$ cat config.mk
export PLATFORM = sky130hd
export DESIGN_NAME = conv_out_packer
export DESIGN_NICKNAME = d
export VERILOG_FILES = /design/src/rtl/conv_out_packer_pkg.sv /design/src/rtl/conv_out_packer_fifo.sv /design/src/rtl/conv_out_packer.sv
export SDC_FILE = /design/constraint.sdc
export NUM_CORES = 1
export LEC_CHECK = 0
export BUFFER_PORTS_ARGS = -buffer_cell sky130_fd_sc_hd__buf_2
export CORE_ASPECT_RATIO = 0.6
export CORE_MARGIN = 1
export CORE_UTILIZATION = 38
export DETAILED_ROUTE_END_ITERATION = 8
export HOLD_SLACK_MARGIN = 0.02
export PLACE_DENSITY = 0.65
export REMOVE_ABC_BUFFERS = 1
export SYNTH_ARGS = -nofsm -noshare
export SYNTH_HDL_FRONTEND = slang
export SYNTH_SLANG_ARGS = --single-unit
$ cat constraint.sdc
create_clock -name clk -period 23.8 [get_ports clk]
set_input_delay 1.19 -clock clk [delete_from_list [all_inputs] [get_ports clk]]
set_output_delay 1.19 -clock clk [all_outputs]
set_load 0.005 [all_outputs]
$ cat src/rtl/conv_out_packer_pkg.sv
// Shared types and constants for the accumulator output packer.
package conv_out_packer_pkg;

    localparam int TOUT_DEF     = 4;
    localparam int DW_DEF       = 8;
    localparam int AW_DEF       = 32;
    localparam int DEPTH_DEF    = 8;
    localparam int LOG2_DEP_DEF = 3;

    localparam logic [2:0] WCODE_8B = 3'b111;
    localparam logic [2:0] WCODE_4B = 3'b011;
    localparam logic [2:0] WCODE_2B = 3'b001;

    typedef enum logic [1:0] {
        ST_IDLE,
        ST_RUN,
        ST_DRAIN,
        ST_DONE
    } state_t;

    // log2 of the lane width in bits; unknown codes fall back to 1-bit lanes
    function automatic logic [1:0] width_shift(input logic [2:0] code);
        logic [1:0] sh;
        case (code)
            WCODE_8B: sh = 2'd3;
            WCODE_4B: sh = 2'd2;
            WCODE_2B: sh = 2'd1;
            default:  sh = 2'd0;
        endcase
        return sh;
    endfunction

endpackage

$ cat src/rtl/conv_out_packer_fifo.sv
// First-word-fall-through FIFO; a push into a full FIFO is accepted only when a pop happens the same cycle.
module sync_fifo_fwft #(
    parameter int DATA_WIDTH = 64,
    parameter int DEPTH      = 8,
    parameter int LOG2_DEP   = 3
) (
    input  logic                  clk,
    input  logic                  rst_n,
    input  logic                  push,
    input  logic [DATA_WIDTH-1:0] push_data,
    output logic                  full,
    input  logic                  pop,
    output logic [DATA_WIDTH-1:0] pop_data,
    output logic                  empty
);

    logic [DATA_WIDTH-1:0] mem [DEPTH];
    logic [LOG2_DEP-1:0]   wr_ptr_q;
    logic [LOG2_DEP-1:0]   rd_ptr_q;
    logic [LOG2_DEP:0]     count_q;
    logic                  push_ok;
    logic                  pop_ok;

    assign full     = (count_q == (LOG2_DEP+1)'(DEPTH));
    assign empty    = (count_q == '0);
    assign pop_ok   = pop && !empty;
    assign push_ok  = push && (!full || pop_ok);
    assign pop_data = mem[rd_ptr_q];

    always_ff @(posedge clk or negedge rst_n) begin
        if (!rst_n) begin
            wr_ptr_q <= '0;
            rd_ptr_q <= '0;
            count_q  <= '0;
        end else begin
            if (push_ok) wr_ptr_q <= wr_ptr_q + 1'b1;
            if (pop_ok)  rd_ptr_q <= rd_ptr_q + 1'b1;
            case ({push_ok, pop_ok})
                2'b10:   count_q <= count_q + 1'b1;
                2'b01:   count_q <= count_q - 1'b1;
                default: count_q <= count_q;
            endcase
        end
    end

    // Storage carries no reset; its contents only matter behind a valid count.
    always_ff @(posedge clk) begin
        if (push_ok) mem[wr_ptr_q] <= push_data;
    end

endmodule

$ cat src/rtl/conv_out_packer.sv
// Packs TOUT-lane result beats of a selectable width into memory words with row-strided addresses.
//   state    | meaning
//   ST_IDLE  | waiting for start; beats here flag err[1]
//   ST_RUN   | packing beats, flushing words into the FIFO
//   ST_DRAIN | last row flushed, waiting for the FIFO to empty
//   ST_DONE  | one-cycle done pulse
module conv_out_packer
    import conv_out_packer_pkg::*;
#(
    parameter int TOUT     = TOUT_DEF,
    parameter int DW       = DW_DEF,
    parameter int AW       = AW_DEF,
    parameter int DEPTH    = DEPTH_DEF,
    parameter int LOG2_DEP = LOG2_DEP_DEF
) (
    input  logic                 clk,
    input  logic                 rst_n,
    input  logic                 start,
    input  logic [2:0]           out_data_width,
    input  logic [AW-1:0]        cfg_base_addr,
    input  logic [AW-1:0]        cfg_row_stride,
    input  logic [15:0]          cfg_beats_row,
    input  logic [15:0]          cfg_rows,
    input  logic                 in_vld,
    input  logic [TOUT*DW-1:0]   in_dat,
    output logic                 wr_vld,
    input  logic                 wr_rdy,
    output logic [AW-1:0]        wr_addr,
    output logic [TOUT*DW-1:0]   wr_dat,
    output logic                 busy,
    output logic                 done,
    output logic [1:0]           err
);

    localparam int WW   = TOUT * DW;
    localparam int BI_W = $clog2(DW);
    localparam int SH_W = $clog2(WW);

    state_t          state_q, state_d;
    logic [1:0]      wsh_q;
    logic [AW-1:0]   stride_q;
    logic [AW-1:0]   row_addr_q;
    logic [15:0]     beats_row_q;
    logic [15:0]     rows_q;
    logic [15:0]     beat_cnt_q;
    logic [15:0]     word_cnt_q;
    logic [15:0]     row_cnt_q;
    logic [BI_W-1:0] beat_idx_q;
    logic [WW-1:0]   pack_q;
    logic [1:0]      err_q;

    logic            beat_acc;
    logic            row_end;
    logic            last_row;
    logic            word_full;
    logic            flush;
    logic [BI_W-1:0] beat_last_idx;
    logic [SH_W-1:0] shamt;
    logic [WW-1:0]   lane_bits;
    logic [WW-1:0]   merged;
    logic [AW-1:0]   push_addr;
    logic            fifo_full;
    logic            fifo_empty;
    logic            pop;

    assign beat_acc      = (state_q == ST_RUN) && in_vld;
    assign row_end       = (beat_cnt_q == beats_row_q - 16'd1);
    assign last_row      = (row_cnt_q == rows_q - 16'd1);
    assign beat_last_idx = BI_W'((DW >> wsh_q) - 1);
    assign word_full     = (beat_idx_q == beat_last_idx);
    assign flush         = beat_acc && (word_full || row_end);
    assign shamt         = SH_W'((int'(beat_idx_q) * TOUT) << wsh_q);
    assign merged        = pack_q | (lane_bits << shamt);
    assign push_addr     = row_addr_q + AW'(word_cnt_q);
    assign pop           = wr_vld && wr_rdy;
    assign wr_vld        = !fifo_empty;
    assign err           = err_q;

    // Compact each lane down to its low w bits, lane i landing at [i*w +: w].
    always_comb begin
        lane_bits = '0;
        for (int i = 0; i < TOUT; i++) begin
            case (wsh_q)
                2'd3:    lane_bits[i*8 +: 8] = in_dat[i*DW +: 8];
                2'd2:    lane_bits[i*4 +: 4] = in_dat[i*DW +: 4];
                2'd1:    lane_bits[i*2 +: 2] = in_dat[i*DW +: 2];
                default: lane_bits[i]        = in_dat[i*DW];
            endcase
        end
    end

    always_ff @(posedge clk or negedge rst_n) begin
        if (!rst_n) state_q <= ST_IDLE;
        else        state_q <= state_d;
    end

    always_comb begin
        state_d = state_q;
        busy    = 1'b1;
        done    = 1'b0;
        case (state_q)
            ST_IDLE: begin
                busy = 1'b0;
                if (start) state_d = ST_RUN;
            end
            ST_RUN: begin
                if (beat_acc && row_end && last_row) state_d = ST_DRAIN;
            end
            ST_DRAIN: begin
                if (fifo_empty) state_d = ST_DONE;
            end
            ST_DONE: begin
                done    = 1'b1;
                state_d = ST_IDLE;
            end
            default: state_d = ST_IDLE;
        endcase
    end

    always_ff @(posedge clk or negedge rst_n) begin
        if (!rst_n) begin
            wsh_q       <= '0;
            stride_q    <= '0;
            row_addr_q  <= '0;
            beats_row_q <= '0;
            rows_q      <= '0;
            beat_cnt_q  <= '0;
            word_cnt_q  <= '0;
            row_cnt_q   <= '0;
            beat_idx_q  <= '0;
            pack_q      <= '0;
            err_q       <= '0;
        end else begin
            if (state_q == ST_IDLE && start) begin
                wsh_q       <= width_shift(out_data_width);
                stride_q    <= cfg_row_stride;
                row_addr_q  <= cfg_base_addr;
                beats_row_q <= cfg_beats_row;
                rows_q      <= cfg_rows;
                beat_cnt_q  <= '0;
                word_cnt_q  <= '0;
                row_cnt_q   <= '0;
                beat_idx_q  <= '0;
                pack_q      <= '0;
                err_q       <= '0;
            end else begin
                if (in_vld && state_q != ST_RUN)      err_q[1] <= 1'b1;
                if (flush && fifo_full && !pop)       err_q[0] <= 1'b1;
            end

            // Counters advance even when the flushed word is dropped.
            if (beat_acc) begin
                if (row_end) begin
                    beat_cnt_q <= '0;
                    word_cnt_q <= '0;
                    row_cnt_q  <= row_cnt_q + 16'd1;
                    row_addr_q <= row_addr_q + stride_q;
                    beat_idx_q <= '0;
                    pack_q     <= '0;
                end else begin
                    beat_cnt_q <= beat_cnt_q + 16'd1;
                    if (word_full) begin
                        word_cnt_q <= word_cnt_q + 16'd1;
                        beat_idx_q <= '0;
                        pack_q     <= '0;
                    end else begin
                        beat_idx_q <= beat_idx_q + 1'b1;
                        pack_q     <= merged;
                    end
                end
            end
        end
    end

    sync_fifo_fwft #(
        .DATA_WIDTH (AW + WW),
        .DEPTH      (DEPTH),
        .LOG2_DEP   (LOG2_DEP)
    ) u_fifo (
        .clk       (clk),
        .rst_n     (rst_n),
        .push      (flush),
        .push_data ({push_addr, merged}),
        .full      (fifo_full),
        .pop       (pop),
        .pop_data  ({wr_addr, wr_dat}),
        .empty     (fifo_empty)
    );

endmodule
Word-level counts from Yosys, hierarchy flattened
Memories as Yosys holds them, arrays and structs flattened.
Index checks and enable logic that the tools add are counted.
Widths: inputs -> output; s select.
{ "totals": {"in_bits": 136, "mem_count": 1, "mem_bits_rw": 512, "wordCells": 124, "output_inout_bits": 69, "reg_bits": 195} }
{ "memory_table": {"columns": ["memory", "words", "width", "read_ports", "rd_ports_with_merged_regs", "write_ports", "line", "text"], "rows": [
  ["u_fifo.mem", 8, 64, 1, 0, 1, "conv_out_packer_fifo.sv:17", "logic [DATA_WIDTH-1:0] mem [DEPTH];"]
]} }
{ "op_classes": {"bitwise_logic": 1, "n_mux": 47, "eq_ne": 19, "add_sub_neg": 13, "n_reduce_logical": 24, "shift": 3} }
{ "ops": {"columns": ["operator", "count"], "rows": [
  ["$mux 32", 7],
  ["$mux 16", 10],
  ["$add 16x1->16 const B", 3],
  ["$add 32x16->32", 1],
  ["$add 32x32->32", 1],
  ["$eq 16x16->1", 2],
  ["$or 32x32->32", 1],
  ["$shl 32x5->32", 1],
  ["$sub 16x1->16 const B", 2],
  ["$mux 8", 3],
  ["$mux 4", 4],
  ["$mux 2", 7],
  ["$mux 3", 4],
  ["$logic_and 1x1->1", 11],
  ["$eq 2x2->1 const B", 5],
  ["$add 3x1->3 const B", 3],
  ["$mux 1", 9],
  ["$pmux 2 s4", 1],
  ["$pmux 4 s2", 1],
  ["$reduce_bool 2->1", 4],
  ["$eq 2x1->1 const B", 3],
  ["$ne 2x1->1 const B", 3],
  ["$pmux 2 s3", 1],
  ["$shl 5x2->5", 1],
  ["other kinds (16)", 19]
]} }

Logic depth before layout (Yosys ltp)
{ "logic_depth": {"word_depth": 9, "depth_mapped": 17, "ltp_nobuf": 14} }

Cells and area by module
From an unflattened synthesis, not the netlist that was laid out.
{ "hier_totals": {"cells_unflattened": 2333, "hier_area_um2": 32523.7} }
{ "modules_own_cells": {"columns": ["module", "area_each_um2", "n_inst", "seq_area_each_um2", "cells_each"], "rows": [
  ["sync_fifo_fwft", 19849.0, 1, 15625.0, 805],
  ["conv_out_packer", 12674.7, 1, 4629.4, 1528]
]} }

Worst setup path before layout
No wires, ideal clock.
{ "synth_path": {"kind": "reg2reg", "startpoint": "register beats_row_q[0]", "endpoint": "memory u_fifo.mem[4][0] (enable)", "required_time_ps": 23133, "path_stages_with_launch": 14, "n_path_buf": 3, "setup_ps": 667, "path_slack_ps": 13691, "synth_period_minus_slack_ps": 10109, "t_arrival_ps": 9442, "path_cell_list": "dfrtp_1 -> inv_1 -> ha_1 -> or4b_1 -> buf_2 -> nor3b_1 -> xnor2_1 -> o211ai_1 -> or3_1 -> buf_2 -> or3_4 -> a21o_1 -> buf_6 -> nor4b_1"} }
{ "synth_between": {"elab_chain_cells": 7} }
{ "synth_lines": {"columns": ["element", "line", "text"], "rows": [
  ["from (decl)", "conv_out_packer.sv:43", "logic [15:0] beats_row_q;"],
  ["from (signal assigned)", "conv_out_packer.sv:138", "beats_row_q <= cfg_beats_row;"],
  ["$sub 16x1->16", "conv_out_packer.sv:67", "assign row_end = (beat_cnt_q == beats_row_q - 16'd1);"],
  ["$eq 16x16->1", "conv_out_packer.sv:67", null],
  ["$logic_or 1x1->1", "conv_out_packer.sv:71", "assign flush = beat_acc && (word_full || row_end);"],
  ["$logic_and 1x1->1", "conv_out_packer.sv:71", null],
  ["$logic_and 1x1->1", "conv_out_packer_fifo.sv:27", "assign push_ok = push && (!full || pop_ok);"],
  ["$mux 1", "conv_out_packer_fifo.sv:48", "if (push_ok) mem[wr_ptr_q] <= push_data;"],
  ["$mux 1 (not written as such)", "conv_out_packer_fifo.sv:48", null],
  ["to (decl)", "conv_out_packer_fifo.sv:17", null]
]} }
No other way between the ends.

Worst setup path in the final report
{ "layout_path": {"startpoint": "register u_fifo.rd_ptr_q[0]", "endpoint": "output port wr_addr[10]"} }
{ "layout_between": {"elab_chain_cells": 1} }
{ "layout_lines": {"columns": ["element", "line", "text"], "rows": [
  ["from (decl)", "conv_out_packer_fifo.sv:19", "logic [LOG2_DEP-1:0] rd_ptr_q;"],
  ["from (signal assigned)", "conv_out_packer_fifo.sv:37", "if (pop_ok) rd_ptr_q <= rd_ptr_q + 1'b1;"],
  ["$mem_v2 8x64", null, null],
  ["to (decl)", "conv_out_packer.sv:28", "output logic [AW-1:0] wr_addr,"]
]} }
No other way between the ends.

==> impl_metrics.csv <==
group,metric,value,unit
setup_path,cp_top_family,"buffers and inverters",
grt,grt_start_max_net_pins,128,
floorplanning,die_h,227,um
setup_path,crit_top_cell,"buf_4",
routing,viasPerCell,5.46,
synth,yosysWarnings,0,
clock_tree,clockBufferDepth,3,
synth,syn_area,0.0321,mm2
clock_tree,numCtsBuffers,69,
synth,ys_types,78,
outcome,status,"completed",
routing,postRouteAntennaNets,0,
synth,synthTopCellsByCount,"edfxtp_1 (512), nand2_1 (334), dfrtp_1 (195)",
synth,async_flop_share,0.276,
min_path,min_to,"stride_q[13]",
setup_path,r2r.worst_path.cells,11,
setup_path,max_stage_delay,940,ps
timing,max_freq,178,MHz
timing,slew_violations,0,
setup_path,timing_worst_setup_path_type,"flip-flop to output port",
setup_path,crit_required,22610,ps
timing,grt_setup_unrepaired,"false",
synth,syn_inst,2284,
grt,grt_first_pass_wirelength,119,mm
synth,synth.most_common_cell,"edfxtp_1",
timing,slew_headroom,0.151,
grt,groute.usage.overall,0.180,
floorplanning,rows,82,
setup_path,path_cells,"buf_4 -> buf_4 -> mux4_2 -> mux2_2 -> buf_2",
routing,post_drt_wl_per_cell,21.1,um
setup_path,crit_path_top_delay_cell,"dfrtp_4",
timing,whs,490,ps
clock_tree,clock-sinks,707,
routing,totalWireLength,77.0,mm
min_path,hold_path_class,"flip-flop to flip-flop",
timing,final_hold_viol_count,0,
routing,drtIter0Drc,1728,
clock_tree,htree_levels,3,
synth,ys_seq_area_frac,0.631,
synth,synth_seq_cells,707,
synth,synth_edf_count,512,
floorplanning,ioPinCount,205,
clock_tree,cts_setup_buffers,0,
synth,netlist.top_cell.by_area,"edfxtp_1",
synth,synth.area.top_cells,"edfxtp_1 (48%), dfrtp_1 (15%), mux4_2 (9.0%)",
layout,drive_above_1_share,0.223,
clock_tree,path_clk_slew,60,ps
synth,avgSynthCellArea,14.1,um2
floorplanning,initial_core_util,0.384,
setup_path,worst_r2r_endpoint,"u_fifo.mem[4][33]",
setup_path,r2r_slack,18570,ps
setup_path,r2r-start,"beats_row_q[0]",
min_path,hold_path_depth,2,
place,dp.cells,3534,
min_path,hold_start,"stride_q[13]",
place,io_buffers,204,
floorplanning,die_w,377,um
place,gp_congestion,0.861,
synth,synth_ff_type,"edfxtp_1",
power,power_density,125,mW/mm2
setup_path,path_buf_inv,3,
setup_path,endpoint_kind,"output port",
clock_tree,cts_resized,0,
layout,layout.nets,2670,
timing,min_period_over_period,0.236,
routing,num_vias,20000,
setup_path,cp-start-kind,"flip-flop",
clock_tree,postCtsHoldBufs,0,
grt,antenna_found_initial,0,
setup_path,critical_path.max_fanout,47,
setup_path,crit_arrival,4420,ps
timing,setup_tns,0,ps
layout,layout.cells.non_filler,3656,
grt,first_global_vias,19900,
routing,firstDrtPassIters,8,
timing,layout_min_cycle_time,5610,ps
timing,finalSetupViolations,0,
power,total_leakage_power,13.8,nW
power,ir_worst_vdd,60.6,uV
clock_tree,cts_root_buf,"clkbuf_16",
grt,overflow,0,
layout,area_growth,14.1,%
floorplanning,dieArea,0.0857,mm2
clock_tree,worstSkewPairLatency,630,ps
floorplanning,core_area,0.0835,mm2
clock_tree,tritoncts,"built",
flow_run,cap_violations,0,
timing,fin_skew,27.5,ps
timing,worst-slew-pin-transition,1270,ps
place,dp_hpwl,49.4,mm
layout,diodes,0,
routing,drc,0,
synth,synth_top_area_frac,0.479,
## state kept, by name, summed over array words and instances (netlist names)
name	count
beat_cnt_q	16
u_fifo.mem	512
rows_q	16
row_addr_q	32
beats_row_q	16
stride_q	32
err	2
pack_q	32
u_fifo.count_q	4
wsh_q	2
row_cnt_q	16
beat_idx_q	3
state_q	2
u_fifo.wr_ptr_q	3
word_cnt_q	16
u_fifo.rd_ptr_q	3
## cell families (layout without fill, tap and decap cells)
family | Yosys count | count (layout) | share of synthesized area
adder cells (fa/ha/maj) | 63 | 63 | 0.0250
buffers and inverters | 143 | 381 | 0.0176
XOR/XNOR | 96 | 96 | 0.0262
AO/OA/AOI/OAI | 404 | 404 | 0.0824
flip-flops | 707 | 707 | 0.631
multiplexers | 235 | 235 | 0.126
AND/OR/NAND/NOR | 636 | 636 | 0.0919
## cell usage in the layout, fill, tap and decap left out, types with 32 or more instances in the layout
cell and instances:
mux2_2 69, dfrtp_1 192, inv_1 32, a21o_1 32, a21oi_1 78, nand3_1 42
nor2_1 77, o21ai_0 113, and3_1 38, buf_2 203, nand2_1 333, mux2i_1 37
ha_1 61, mux4_2 128, clkbuf_16 69, xnor2_1 67, edfxtp_1 512
## metrics by stage
step / power (mW) / util / worst slack (ps) / area [um2]
2_1_floorplan: 2.99 / - / 13400 / 31700
3_3_place_gp: 3.44 / 0.412 / 18730 / 34400
3_5_place_dp: 3.50 / 0.412 / 18610 / 34400
4_1_cts: 4.61 / 0.439 / 18010 / 36600
5_1_grt: 4.84 / 0.439 / 17800 / 36600
6_report: 4.57 / 0.439 / 18190 / 36600
## worst max path at each step
stage	start	endpoint	slack [ps]	depth (start not counted)
finish	u_fifo.rd_ptr_q[0]	wr_addr[10]	18190	5
global route	u_fifo.rd_ptr_q[0]	wr_addr[10]	17800	5
CTS	u_fifo.rd_ptr_q[0]	wr_addr[10]	18010	5
detailed placement	beats_row_q[0]	u_fifo.mem[4][5]	18610	11
global placement	beats_row_q[0]	u_fifo.mem[4][5]	18730	11
floorplan	beats_row_q[0]	u_fifo.mem[4][0]	13400	10
## layer usage
| metal | wire length, um | up-vias | share of wire | GRT usage |
|---|---|---|---|---|
| met5 | 0 | - | 0 | 0 |
| met4 | 1300 | 0 | 0.017 | 0.0374 |
| met3 | 4820 | 97 | 0.063 | 0.0339 |
| met2 | 34700 | 615 | 0.45 | 0.279 |
| met1 | 36200 | 10100 | 0.47 | 0.265 |
| li1 | - | 9110 | - | - |
## tightest hold or removal path, stage by stage (launching register included)
cell	delay, ps
dfrtp_1	350
nand2_1	50
nand2_1	60
## where the power goes
group	internal [mW]	switching, mW	leakage [nW]
logic	0.713	0.965	5.51
registers	1.61	0.182	7.18
clock network	0.625	0.478	1.09
total	2.95	1.62	13.8
## layout make-up
cell class | count | area, um2
inverter | 32 | 120
clock inverter | 40 | 474
timing repair buffer | 227 | 1200
clock buffer | 82 | 1800
fill | 7415 | 46900
sequential | 707 | 20300
tap | 1134 | 1420
multi-input combinational | 1434 | 11400
Note: power is estimated with default switching activity, not from simulation.
